<file path="config.mk">
export PLATFORM = sky130hd
export DESIGN_NAME = infix_to_postfix_flat
export DESIGN_NICKNAME = d
export VERILOG_FILES = /design/src/rtl/itp_pkg.sv /design/src/rtl/infix_to_postfix_if.sv /design/src/rtl/itp_op_stack.sv /design/src/rtl/infix_to_postfix.sv /design/src/flat_wrapper.sv
export SDC_FILE = /design/constraint.sdc
export NUM_CORES = 1
export LEC_CHECK = 0
export BUFFER_PORTS_ARGS = -buffer_cell sky130_fd_sc_hd__buf_4
export CORE_MARGIN = 8
export CORE_UTILIZATION = 61
export CTS_CLUSTER_DIAMETER = 200
export DETAILED_ROUTE_END_ITERATION = 7
export PLACE_DENSITY = 0.79
export SETUP_SLACK_MARGIN = 0.4
export SYNTH_ARGS = -nofsm -noshare
export SYNTH_HDL_FRONTEND = slang
export SYNTH_SLANG_ARGS = --single-unit
</file>
<file path="constraint.sdc">
create_clock -name CLK -period 4.8 [get_ports CLK]
set_input_delay 0.24 -clock CLK [delete_from_list [all_inputs] [get_ports CLK]]
set_output_delay 0.24 -clock CLK [all_outputs]
set_load 0.1 [all_outputs]
</file>
<file path="src/rtl/itp_pkg.sv">
// itp_pkg: shared definitions for the infix-to-postfix front end.
//   - ASCII token constants for the supported operators
//   - FSM state encoding
//   - prec(): operator precedence used by the shunting-yard reduce step
//   - END_MARK_VAL: payload driven on both buses with the end-of-expression marker
// Optional feature macro: ITP_PAREN_EN (parenthesis support; removes ST_CLOSE when undefined).
package itp_pkg;

  localparam logic [7:0] TOK_ADD    = 8'h2B;  // '+'
  localparam logic [7:0] TOK_SUB    = 8'h2D;  // '-'
  localparam logic [7:0] TOK_MUL    = 8'h2A;  // '*'
  localparam logic [7:0] TOK_DIV    = 8'h2F;  // '/'
  localparam logic [7:0] TOK_LPAREN = 8'h28;  // '('
  localparam logic [7:0] TOK_RPAREN = 8'h29;  // ')'

  localparam logic [7:0] END_MARK_VAL = 8'h00;

  typedef enum logic [2:0] {
    ST_ACCEPT   = 3'd0,
    ST_EMIT_NUM = 3'd1,
    ST_REDUCE   = 3'd2,
    ST_PUSH_OP  = 3'd3,
`ifdef ITP_PAREN_EN
    ST_CLOSE    = 3'd4,
`endif
    ST_DRAIN    = 3'd5,
    ST_END_MARK = 3'd6,
    ST_FLUSH    = 3'd7
  } state_t;

  function automatic logic is_arith(input logic [7:0] c);
    return (c == TOK_ADD) || (c == TOK_SUB) || (c == TOK_MUL) || (c == TOK_DIV);
  endfunction

  // '(' falls into the default: precedence 0 means no arithmetic operator
  // ever pops it during a reduce.
  function automatic logic [1:0] prec(input logic [7:0] c);
    case (c)
      TOK_MUL, TOK_DIV: prec = 2'd2;
      TOK_ADD, TOK_SUB: prec = 2'd1;
      default:          prec = 2'd0;
    endcase
  endfunction

endpackage

</file>
<file path="src/rtl/infix_to_postfix_if.sv">
// infix_to_postfix_if: token input handshake, downstream strobe outputs and error flag.
//   master : token source / downstream side (drives IN_*, DOWN_BUSY)
//   slave  : infix_to_postfix (drives IN_READY, OUT_*, *_STB, ERR)
interface infix_to_postfix_if;
  logic       IN_VALID;
  logic       IN_READY;
  logic       IN_IS_NUM;
  logic [7:0] IN_DATA;
  logic       IN_LAST;
  logic       DOWN_BUSY;
  logic [7:0] OUT_NUMBER;
  logic       NUMBER_STB;
  logic [7:0] OUT_SIGN;
  logic       SIGN_STB;
  logic       ERR;

  modport master (
    output IN_VALID, IN_IS_NUM, IN_DATA, IN_LAST, DOWN_BUSY,
    input  IN_READY, OUT_NUMBER, NUMBER_STB, OUT_SIGN, SIGN_STB, ERR
  );

  modport slave (
    input  IN_VALID, IN_IS_NUM, IN_DATA, IN_LAST, DOWN_BUSY,
    output IN_READY, OUT_NUMBER, NUMBER_STB, OUT_SIGN, SIGN_STB, ERR
  );
endinterface

</file>
<file path="src/rtl/itp_op_stack.sv">
// itp_op_stack: LIFO of DEPTH x 8-bit operator codes.
//   CLK, RST   : clock, synchronous active-high reset (empties the stack)
//   clr        : synchronous clear
//   push/pop   : one operation per cycle; push on full and pop on empty are ignored
//   push_data  : value written on push
//   top        : current top entry (8'h00 when empty)
//   empty/full : occupancy flags
module itp_op_stack #(
  parameter int DEPTH = 16
) (
  input  logic       CLK,
  input  logic       RST,
  input  logic       clr,
  input  logic       push,
  input  logic       pop,
  input  logic [7:0] push_data,
  output logic [7:0] top,
  output logic       empty,
  output logic       full
);
  localparam int AW = $clog2(DEPTH);
  localparam logic [AW:0] FULL_CNT = DEPTH[AW:0];

  logic [DEPTH-1:0][7:0] mem;
  logic [AW:0]           cnt;
  logic [AW-1:0]         top_idx;

  // Wraps to DEPTH-1 when full, which is exactly the top slot.
  assign top_idx = cnt[AW-1:0] - 1'b1;
  assign empty   = (cnt == '0);
  assign full    = (cnt == FULL_CNT);
  assign top     = empty ? 8'h00 : mem[top_idx];

  always_ff @(posedge CLK) begin
    if (RST || clr) begin
      cnt <= '0;
    end else if (push && !full) begin
      mem[cnt[AW-1:0]] <= push_data;
      cnt              <= cnt + 1'b1;
    end else if (pop && !empty) begin
      cnt <= cnt - 1'b1;
    end
  end
endmodule

</file>
<file path="src/rtl/infix_to_postfix.sv">
// infix_to_postfix: shunting-yard converter. Takes infix tokens over a valid/ready
// handshake and issues the postfix stream as one-cycle NUMBER/SIGN strobes to the
// stack evaluator, spaced by at least MIN_GAP idle cycles and held off by DOWN_BUSY.
// Each expression is closed by an end marker (both strobes, payload 8'h00).
//   CLK, RST : clock, synchronous active-high reset
//   bus      : infix_to_postfix_if.slave (token input, strobe outputs, sticky ERR)
// Parameters: STACK_DEPTH (operator stack entries, power of two >= 4), MIN_GAP.
// Optional feature macro: ITP_PAREN_EN enables '(' and ')'; otherwise they are
// unknown codes and raise ERR.
module infix_to_postfix
  import itp_pkg::*;
#(
  parameter int STACK_DEPTH = 16,
  parameter int MIN_GAP     = 2
) (
  input logic               CLK,
  input logic               RST,
  infix_to_postfix_if.slave bus
);
  localparam int GW = $clog2(MIN_GAP + 1) + 1;

  state_t        state;
  logic [7:0]    tok;
  logic          last_q;
  logic          in_ready, err;
  logic          number_stb, sign_stb;
  logic [7:0]    out_number, out_sign;
  logic [GW-1:0] idle_cnt;

  logic       st_push, st_pop, st_clr, st_empty, st_full;
  logic [7:0] st_push_data, st_top;

  logic fire, can_emit, red_pop, err_hit, err_last;
  logic emit_num, emit_sign, emit_end, drop_lp;
  logic in_lp, in_rp, top_lp;

  itp_op_stack #(.DEPTH(STACK_DEPTH)) u_stack (
    .CLK      (CLK),
    .RST      (RST),
    .clr      (st_clr),
    .push     (st_push),
    .pop      (st_pop),
    .push_data(st_push_data),
    .top      (st_top),
    .empty    (st_empty),
    .full     (st_full)
  );

`ifdef ITP_PAREN_EN
  assign in_lp  = !bus.IN_IS_NUM && (bus.IN_DATA == TOK_LPAREN);
  assign in_rp  = !bus.IN_IS_NUM && (bus.IN_DATA == TOK_RPAREN);
  assign top_lp = !st_empty && (st_top == TOK_LPAREN);
`else
  assign in_lp  = 1'b0;
  assign in_rp  = 1'b0;
  assign top_lp = 1'b0;
`endif

  // Per-cycle decisions shared by the stack controls and the state register.
  always_comb begin
    fire      = bus.IN_VALID && in_ready;
    // idle_cnt counts idle cycles since the last visible strobe; a decision
    // made now becomes visible next cycle.
    can_emit  = !bus.DOWN_BUSY && (idle_cnt >= GW'(MIN_GAP));
    red_pop   = !st_empty && (prec(st_top) >= prec(tok));
    err_last  = (state == ST_ACCEPT) ? bus.IN_LAST : last_q;
    err_hit   = 1'b0;
    emit_sign = 1'b0;
    drop_lp   = 1'b0;
    case (state)
      ST_ACCEPT: begin
        if (fire && !bus.IN_IS_NUM) begin
          if (in_lp)                                   err_hit = st_full;
          else if (!is_arith(bus.IN_DATA) && !in_rp)   err_hit = 1'b1;
        end
      end
      ST_REDUCE:  emit_sign = red_pop && can_emit;
      ST_PUSH_OP: err_hit   = st_full;
`ifdef ITP_PAREN_EN
      ST_CLOSE: begin
        if (st_empty)    err_hit   = 1'b1;
        else if (top_lp) drop_lp   = 1'b1;
        else             emit_sign = can_emit;
      end
`endif
      ST_DRAIN: begin
        if (top_lp) err_hit   = 1'b1;
        else        emit_sign = !st_empty && can_emit;
      end
      default: ;
    endcase
    emit_num     = (state == ST_EMIT_NUM) && can_emit;
    emit_end     = (state == ST_END_MARK) && can_emit;
    st_push      = ((state == ST_ACCEPT) && fire && in_lp && !st_full) ||
                   ((state == ST_PUSH_OP) && !st_full);
    st_push_data = (state == ST_ACCEPT) ? bus.IN_DATA : tok;
    st_pop       = emit_sign || drop_lp;
    st_clr       = err_hit || emit_end || ((state == ST_FLUSH) && fire && bus.IN_LAST);
  end

  always_ff @(posedge CLK) begin
    if (RST) begin
      state      <= ST_ACCEPT;
      tok        <= 8'h00;
      last_q     <= 1'b0;
      in_ready   <= 1'b0;
      err        <= 1'b0;
      number_stb <= 1'b0;
      sign_stb   <= 1'b0;
      out_number <= 8'h00;
      out_sign   <= 8'h00;
      idle_cnt   <= '0;
    end else begin
      number_stb <= emit_num || emit_end;
      sign_stb   <= emit_sign || emit_end;
      if (emit_num)  out_number <= tok;
      if (emit_sign) out_sign   <= st_top;
      if (emit_end) begin
        out_number <= END_MARK_VAL;
        out_sign   <= END_MARK_VAL;
      end
      if (emit_num || emit_sign || emit_end) idle_cnt <= '0;
      else if (idle_cnt < GW'(MIN_GAP))      idle_cnt <= idle_cnt + 1'b1;

      in_ready <= 1'b0;
      if (err_hit) begin
        // If the offending token already closed the expression there is
        // nothing left to discard.
        err      <= 1'b1;
        state    <= err_last ? ST_ACCEPT : ST_FLUSH;
        in_ready <= 1'b1;
      end else begin
        case (state)
          ST_ACCEPT: begin
            in_ready <= 1'b1;
            if (fire) begin
              tok    <= bus.IN_DATA;
              last_q <= bus.IN_LAST;
              if (bus.IN_IS_NUM) begin
                state <= ST_EMIT_NUM; in_ready <= 1'b0;
              end else if (is_arith(bus.IN_DATA)) begin
                state <= ST_REDUCE;   in_ready <= 1'b0;
              end
`ifdef ITP_PAREN_EN
              else if (in_rp) begin
                state <= ST_CLOSE;    in_ready <= 1'b0;
              end else if (bus.IN_LAST) begin
                state <= ST_DRAIN;    in_ready <= 1'b0;  // '(' pushed as last token
              end
`endif
            end
          end
          ST_EMIT_NUM: begin
            if (emit_num) begin
              state    <= last_q ? ST_DRAIN : ST_ACCEPT;
              in_ready <= !last_q;
            end
          end
          ST_REDUCE: if (!red_pop) state <= ST_PUSH_OP;
          ST_PUSH_OP: begin
            state    <= last_q ? ST_DRAIN : ST_ACCEPT;
            in_ready <= !last_q;
          end
`ifdef ITP_PAREN_EN
          ST_CLOSE: begin
            if (drop_lp) begin
              state    <= last_q ? ST_DRAIN : ST_ACCEPT;
              in_ready <= !last_q;
            end
          end
`endif
          ST_DRAIN: if (st_empty) state <= ST_END_MARK;
          ST_END_MARK: begin
            if (emit_end) begin
              state    <= ST_ACCEPT;
              in_ready <= 1'b1;
            end
          end
          ST_FLUSH: begin
            in_ready <= 1'b1;
            if (fire && bus.IN_LAST) state <= ST_ACCEPT;
          end
          default: state <= ST_ACCEPT;
        endcase
      end
    end
  end

  assign bus.IN_READY   = in_ready;
  assign bus.OUT_NUMBER = out_number;
  assign bus.NUMBER_STB = number_stb;
  assign bus.OUT_SIGN   = out_sign;
  assign bus.SIGN_STB   = sign_stb;
  assign bus.ERR        = err;
endmodule

</file>
<file path="src/flat_wrapper.sv">
// flat-port wrapper written by rule: the top's interface ports become plain ports
module infix_to_postfix_flat import itp_pkg::*;
#(
  parameter int STACK_DEPTH = 16,
  parameter int MIN_GAP     = 2
)
  (CLK, RST, bus_IN_VALID, bus_IN_IS_NUM, bus_IN_DATA, bus_IN_LAST, bus_DOWN_BUSY, bus_IN_READY, bus_OUT_NUMBER, bus_NUMBER_STB, bus_OUT_SIGN, bus_SIGN_STB, bus_ERR);
  infix_to_postfix_if bus_i ();
  input logic CLK;
  input logic RST;
  input wire logic [$bits(bus_i.IN_VALID)-1:0] bus_IN_VALID;
  input wire logic [$bits(bus_i.IN_IS_NUM)-1:0] bus_IN_IS_NUM;
  input wire logic [$bits(bus_i.IN_DATA)-1:0] bus_IN_DATA;
  input wire logic [$bits(bus_i.IN_LAST)-1:0] bus_IN_LAST;
  input wire logic [$bits(bus_i.DOWN_BUSY)-1:0] bus_DOWN_BUSY;
  output wire logic [$bits(bus_i.IN_READY)-1:0] bus_IN_READY;
  output wire logic [$bits(bus_i.OUT_NUMBER)-1:0] bus_OUT_NUMBER;
  output wire logic [$bits(bus_i.NUMBER_STB)-1:0] bus_NUMBER_STB;
  output wire logic [$bits(bus_i.OUT_SIGN)-1:0] bus_OUT_SIGN;
  output wire logic [$bits(bus_i.SIGN_STB)-1:0] bus_SIGN_STB;
  output wire logic [$bits(bus_i.ERR)-1:0] bus_ERR;
  assign bus_i.IN_VALID = bus_IN_VALID;
  assign bus_i.IN_IS_NUM = bus_IN_IS_NUM;
  assign bus_i.IN_DATA = bus_IN_DATA;
  assign bus_i.IN_LAST = bus_IN_LAST;
  assign bus_i.DOWN_BUSY = bus_DOWN_BUSY;
  assign bus_IN_READY = bus_i.IN_READY;
  assign bus_OUT_NUMBER = bus_i.OUT_NUMBER;
  assign bus_NUMBER_STB = bus_i.NUMBER_STB;
  assign bus_OUT_SIGN = bus_i.OUT_SIGN;
  assign bus_SIGN_STB = bus_i.SIGN_STB;
  assign bus_ERR = bus_i.ERR;
  infix_to_postfix #(.STACK_DEPTH(STACK_DEPTH), .MIN_GAP(MIN_GAP)) u_core (.CLK(CLK), .RST(RST), .bus(bus_i));
endmodule
</file>
# After elaboration in Yosys (flattened, before gate mapping)
# Index checks and enable logic that the tools add are counted.
totals:
  ff_bits: 168
  input_bits: 14
  out_inout_bits: 20
  word_cells: 141
classes:
  add_sub_neg: 4
  n_lt_le_gt_ge: 6
  eq_ne: 26
  mux: 34
  bitwise: 2
  n_reduce_logical: 42
op_table:
  columns: ["op", "count"]
  rows:
  - ["128-bit bitwise mux", 1]
  - ["8-bit by 6-bit equality test with 1-bit output (second input constant)", 12]
  - ["3-bit two-way mux", 11]
  - ["8-bit binary-select mux with 4-bit select", 1]
  - ["8-bit demux with 4-bit select", 1]
  - ["8-bit two-way mux", 4]
  - ["3-bit case mux with 7 select lines", 1]
  - ["1-bit logical AND", 15]
  - ["3-bit by 1-bit inequality test with 1-bit output (second input constant)", 4]
  - ["2-bit OR reduction", 6]
  - ["1-bit logical OR", 10]
  - ["4-bit by 5-bit less-than comparator with 1-bit output (second input constant)", 2]
  - ["5-bit two-way mux", 2]
  - ["3-bit equality test (second input constant)", 3]
  - ["1-bit two-way mux", 8]
  - ["2-bit case mux with 2 select lines", 2]
  - ["7-bit AND reduction", 1]
  - ["3-bit by 2-bit equality test with 1-bit output (second input constant)", 2]
  - ["5-bit by 1-bit adder with 5-bit output (second input constant)", 1]
  - ["5-bit equality test (second input constant)", 1]
  - ["1-bit zero test", 5]
  - ["5-bit zero test", 1]
  - ["1-bit case mux with 5 select lines", 1]
  - ["5-bit by 1-bit subtractor with 5-bit output (second input constant)", 1]
  - ["other kinds (16)", 18]

# Logic depth before layout (Yosys ltp)
depth:
  depth_word: 14
  ltp_mapped: 20
  mapped_depth_nobuf: 15

# Cells and area by module
# Synthesis repeated with hierarchy kept, for this count alone.
hier_totals:
  cells_unflattened: 479
  area_unflattened_um2: 7389.6
modules_own_cells:
  columns: ["module", "n_inst", "cells_per_inst", "area_per_inst_um2", "seq_area_each_um2"]
  rows:
  - ["itp_op_stack", 1, 275, 5555.3, 3943.8]
  - ["infix_to_postfix", 1, 204, 1834.3, 700.7]

# Worst setup path after synthesis
# OpenSTA, ideal clock, no wires.
synth_timing:
  path_type: "reg-to-reg"
  start: "reg u_core.u_stack.cnt[0]"
  end: "reg u_core.out_sign[6], in the netlist u_core.bus.OUT_SIGN[6]"
  setup_time_ns: 0.065
  t_arrival_ns: 4.205
  required_time_ns: 4.735
  path_slack_ns: 0.530
  stages_incl_launch_ff: 19
  path_buffers: 4
  synth_period_minus_slack_ns: 4.270
  path_cell_list: "dfxtp_1 -> buf_6 -> buf_4 -> inv_6 -> ha_1 -> buf_2 -> clkbuf_1 -> mux4_2 -> mux4_2 -> clkinv_1 -> nand4_1 -> nand3b_1 -> ha_1 -> nand2b_1 -> a21oi_1 -> o21ai_1 -> nand3_1 -> mux2_1 -> nor2_1"
synth_via:
  elab_chain_cells: 11
  elab_cells_between_ends: 18
  cone_classes: "add/sub (1); order compare (1); eq/ne (4); mux (5); reduce/logical (7)"
synth_rtl:
  columns: ["item", "line", "text"]
  rows:
  - ["from (decl)", "itp_op_stack.sv:25", "logic [AW:0] cnt;"]
  - ["from (signal assigned)", "itp_op_stack.sv:39", "cnt <= cnt + 1'b1;"]
  - ["from (signal assigned)", "itp_op_stack.sv:41", "cnt <= cnt - 1'b1;"]
  - ["4-bit by 1-bit subtractor with 4-bit output *", "itp_op_stack.sv:29", "assign top_idx = cnt[AW-1:0] - 1'b1;"]
  - ["named net u_core.u_stack.top_idx[0]", "itp_op_stack.sv:26", "logic [AW-1:0] top_idx;"]
  - ["8-bit binary-select mux with 4-bit select *", "itp_op_stack.sv:32", "assign top = empty ? 8'h00 : mem[top_idx];"]
  - ["8-bit two-way mux (implied by the code) *", "itp_op_stack.sv:32", null]
  - ["8-bit two-way mux *", "itp_op_stack.sv:32", null]
  - ["8-bit by 6-bit equality test with 1-bit output", "itp_pkg.sv:38", "case (c)"]
  - ["2-bit OR reduction", "itp_pkg.sv:38", null]
  - ["2-bit case mux with 2 select lines", "itp_pkg.sv:38", null]
  - ["2-bit >= comparator", "infix_to_postfix.sv:65", "red_pop = !st_empty && (prec(st_top) >= prec(tok));"]
  - ["1-bit logical AND", "infix_to_postfix.sv:65", null]
  - ["1-bit logical AND", "infix_to_postfix.sv:77", "ST_REDUCE: emit_sign = red_pop && can_emit;"]
  - ["1-bit case mux with 2 select lines", "infix_to_postfix.sv:70", "case (state)"]
  - ["to (signal assigned)", "infix_to_postfix.sv:117", "if (emit_sign) out_sign <= st_top;"]
  - ["to (decl)", "infix_to_postfix.sv:27", "logic [7:0] out_number, out_sign;"]
# The timed path passes the listed nets; every way through them passes the cells marked *. The select of a mux whose other input is x is not followed.
# A chain may end at the register's enable or synchronous reset.

# Worst setup path in the final report
layout_timing:
  start: "reg u_core.u_stack.cnt[0]"
  end: "reg u_core.state[0]"
layout_via:
  elab_chain_cells: 11
  elab_cells_between_ends: 26
  cone_classes: "add/sub (1); order compare (1); eq/ne (12); mux (6); reduce/logical (6)"
layout_rtl:
  columns: ["item", "line", "text"]
  rows:
  - ["4-bit by 1-bit subtractor with 4-bit output *", "itp_op_stack.sv:29", null]
  - ["named net u_core.u_stack.top_idx[0]", "itp_op_stack.sv:26", null]
  - ["8-bit binary-select mux with 4-bit select *", "itp_op_stack.sv:32", null]
  - ["8-bit two-way mux (implied by the code) *", "itp_op_stack.sv:32", null]
  - ["8-bit two-way mux *", "itp_op_stack.sv:32", null]
  - ["8-bit by 6-bit equality test with 1-bit output", "itp_pkg.sv:38", null]
  - ["2-bit OR reduction", "itp_pkg.sv:38", null]
  - ["2-bit case mux with 2 select lines *", "itp_pkg.sv:38", null]
  - ["2-bit >= comparator *", "infix_to_postfix.sv:65", null]
  - ["1-bit logical AND *", "infix_to_postfix.sv:65", null]
  - ["3-bit inequality test (no source line) *", null, null]
  - ["7-bit AND reduction (no source line) *", null, null]
  - ["to (signal assigned)", "infix_to_postfix.sv:130", "state <= err_last ? ST_ACCEPT : ST_FLUSH;"]
  - ["to (signal assigned)", "infix_to_postfix.sv:155", "state <= last_q ? ST_DRAIN : ST_ACCEPT;"]
  - ["to (signal assigned)", "infix_to_postfix.sv:161", "state <= last_q ? ST_DRAIN : ST_ACCEPT;"]
  - ["to (decl)", "infix_to_postfix.sv:22", "state_t state;"]
# Marked as above.

==> impl_results.md <==
* Final min period at 4151 ps
* R2R cell count at 16
* Fill cells at between 700 and 800
* Most common library cells after synthesis: 128 x edfxtp_1, 55 x nor2_1, 43 x mux2i_1
* Tightest Pin Transition at 1109 ps
* Final wirelength at ~16 mm
* Synth Warn # at 0
* Hold Fails Final Rpt at 0
* Synth top area cells: edfxtp_1 53%, dfxtp_1 11%, mux4_2 8.1%
* Gpl congestion at ~0.8
* Via count at about 4300
* Unique cell type count in the Yosys netlist at 63
* Area growth from synthesis to layout at 14.07%
* Synth area leader: edfxtp_1
* Top delay family on crit path: compound AO/OA/AOI/OAI gates
* Die ar. at roughly 16000 um2
* Post-Synth XOR/XNOR Area at 1.534%
* Ys async rst share at 0%
* Cell Rows at 40
* Final setup violation count at 0
* Antenna Cells at 0
* GRT Resource Usage Total at 21.15%
* Post-CTS Setup Inserts at 0
* Num ports at 34
* Number of synthesized register bits at 168
* Pin count of the biggest net entering global routing at 41
* NumNets Final at 543
* First-pass GRT wire length at 24.98 mm
* Reg2reg end: u_core.state[0]
* Setup TNS at 0 ps
* Layout cells sized above 1 at around a quarter
* Vias in the first global route at 4404
* Largest family of logic cells by synthesized area: multiplexers
* Vias per inst at 6.340
* Slowest stage delay, CP at roughly 520 ps
* Wire per inst at 23.80 um
* Worst-path cell chain: inv_6 -> ha_2 -> xor2_4 -> buf_4 -> mux4_2 -> mux2_2 -> o22ai_2 -> nand4_1 -> nand3b_1 -> ha_1 -> nand2b_1 -> a21oi_1 -> o21ai_2 -> a22o_1 -> nor2_1 -> a221oi_1
* Inserted Clock Buffers at 17
* Capturing element type of the critical path: register
* Syn Inst Count at ~480
* CTS sink count at roughly 170
* DRC Markers at 0
* Pleak at between 2 and 3 nW
* Hold path cells at 3
* Seq/Total Area, Yosys at 64.00%
* DP HPWL at 10.43 mm
* Initial DRC Count at 551
* CP max FO at 11
* CP Class: reg -> reg
* Clk buf depth at 2
* Placed Instances at roughly 640
* Setup ws final at 648.5 ps
* Layout Skew at 12.01 ps
* CTS hold repair buffers at 0
* Synth Flop Type: edfxtp_1
* Headroom to the max-slew limit at 25.93%
* Hold Crit Class: in -> reg
* Compound-Gate Fraction of Synth Area at 4.655%
* Synth Cell Area at 7257 um2
* Fraction of the mapped netlist area in adder cells at 2.345%
* CP bufs+invs at 2
* CTS H-tree lvls at 4
* Detail Route Antenna Nets at 0
* Critical path arrival at 4480 ps
* Tcrit/Tclk final at 86.49%
* R2R Setup Slk at 650 ps
* Max_cap viols at 0
* Fmax at 240.9 MHz
* DR pass1 iterations at 5
* Synth Area per Inst at 15.28 um2
* Reg2reg start: u_core.u_stack.cnt[0]
* Pre-CTS setup slack at 318.8 ps
* Post-synth EDFFs at between 100 and 150
* Finished layout cell area at 8278 um2
* Slew Limit Fails at 0
* Pwr/cell area at 508.6 nW/um2
* Total placed instance area at 7662 um2
* Die Y at around 130 um
* Antenna violations before repair at 0
* Mapped Nets at 502
* Type of element launching the critical path: register
* Total global routing overflow at 0
* Maximum VDD drop at roughly 300 uV
* Crit path max-delay cell type: mux4_2
* Core Region at 11810 um2
* CTS tree: done
* Worst-Skew Late Latency at 430 ps
* RSZ-0062 raised after global routing: false
* Synth top area share at between 50% and 60%
* Initial Util at 61.44%
* Clk Tree Root Cell: clkbuf_16
* Most numerous cell in the Yosys netlist: edfxtp_1
* Multiplexer area fraction after synthesis at 17.62%
* Required @ worst endpoint at 5130 ps
* Worst min-delay path endpoint: u_core.tok[5]
* Clk slew on worst S/H paths at 60 ps
* Port Buffers at 33
* Worst hold path startpoint: bus_IN_DATA[5]
* Status: completed
* Simple logic cell fraction of the synthesized area at 7.500%
* Die X at 125.1 um
* Non-filler instance count after layout at 676
-- worst register-to-register path: cells and delay by family, from the launching register on --
kind                       cells  cell delay [ps]
xor gates and xnor gates       1              300
AOI/OAI and AO/OA              5             1190
muxes                          2              840
adders and majority gates      2              570
buffers and inverters          2              330
and+or+nand+nor                4              510
DFF                            1              340
-- layout by cell type (no fill, tap or decap), types with 5 or more instances in the layout --
| master | instances |
|---|---|
| nand2_1 | 13 |
| nor3_1 | 8 |
| inv_6 | 5 |
| mux2i_1 | 43 |
| xnor2_1 | 5 |
| buf_4 | 42 |
| mux4_2 | 26 |
| inv_1 | 10 |
| edfxtp_1 | 128 |
| dfxtp_1 | 39 |
| nor2_1 | 55 |
| a21oi_1 | 11 |
| nand3_1 | 13 |
| mux2_2 | 12 |
| clkbuf_16 | 17 |
| ha_1 | 11 |
-- metrics by stage --
stage,hold slack (ps),total power [mW],utilization [%]
2_1_floorplan,387.2,2.601,-
3_3_place_gp,436.5,2.819,64.87
3_5_place_dp,461.2,2.864,64.87
4_1_cts,49.10,4.194,69.83
5_1_grt,77.45,4.357,70.08
6_report,68.30,4.210,70.08
-- sequential cells by signal (all words and copies together), names as in the netlist --
name,flops
u_core.bus.ERR,1
u_core.bus.IN_READY,1
u_core.bus.NUMBER_STB,1
u_core.bus.OUT_NUMBER,8
u_core.bus.OUT_SIGN,8
u_core.bus.SIGN_STB,1
u_core.idle_cnt,3
u_core.last_q,1
u_core.state,3
u_core.tok,8
u_core.u_stack.cnt,5
u_core.u_stack.mem,128
-- per-layer routing --
metal	GRT usage, %	share of wire [%]
met5	0	0
met4	9.384	2.1
met3	6.162	7.7
met2	34.58	50
met1	25.65	40
-- report_power, final --
group | internal (mW) | switching, mW
clock | 0.768 | 0.559
sequential | 1.75 | 0.0727
combinational | 0.397 | 0.660
total | 2.92 | 1.29
-- cells by family (layout without fill, tap and decap cells) --
logic type / Yosys count / in the layout
adders and majority gates: 13 / 13
muxes: 87 / 87
buffers and inverters: 33 / 87
DFF: 168 / 168
xor gates and xnor gates: 11 / 11
AOI/OAI and AO/OA: 46 / 46
and+or+nand+nor: 117 / 117
-- layout make-up --
class / count / area [um2] / area share, %
Sequential cell: 168 / 4646 / 56.12
Multi-Input combinational cell: 274 / 2486 / 30.03
Clock buffer: 18 / 429.2 / 5.184
Timing Repair Buffer: 43 / 335.3 / 4.051
Tap cell: 147 / 183.9 / 2.222
Clock inverter: 14 / 147.6 / 1.784
Inverter: 12 / 50.05 / 0.6046
-- worst max path at each step --
stage | start | cells past startpoint | endpoint
2_1_floorplan | u_core.u_stack.cnt[0] | 18 | u_core.bus.OUT_SIGN[6]
3_3_place_gp | u_core.u_stack.cnt[0] | 16 | u_core.bus.OUT_SIGN[6]
3_5_place_dp | u_core.u_stack.cnt[0] | 16 | u_core.bus.OUT_SIGN[6]
4_1_cts | u_core.u_stack.cnt[0] | 16 | u_core.bus.OUT_SIGN[6]
5_1_grt | u_core.u_stack.cnt[0] | 16 | u_core.bus.OUT_SIGN[6]
6_report | u_core.u_stack.cnt[0] | 16 | u_core.state[0]
-- what timing repair did --
action | in CTS | in global routing
endpoints found under the setup margin | 8 | 12
gates cloned | 0 | 0
endpoints found under the hold margin | 0 | 0
resized for setup | 2 | 4
pin swaps | 0 | 0
Note: power is estimated with default switching activity, not from simulation.
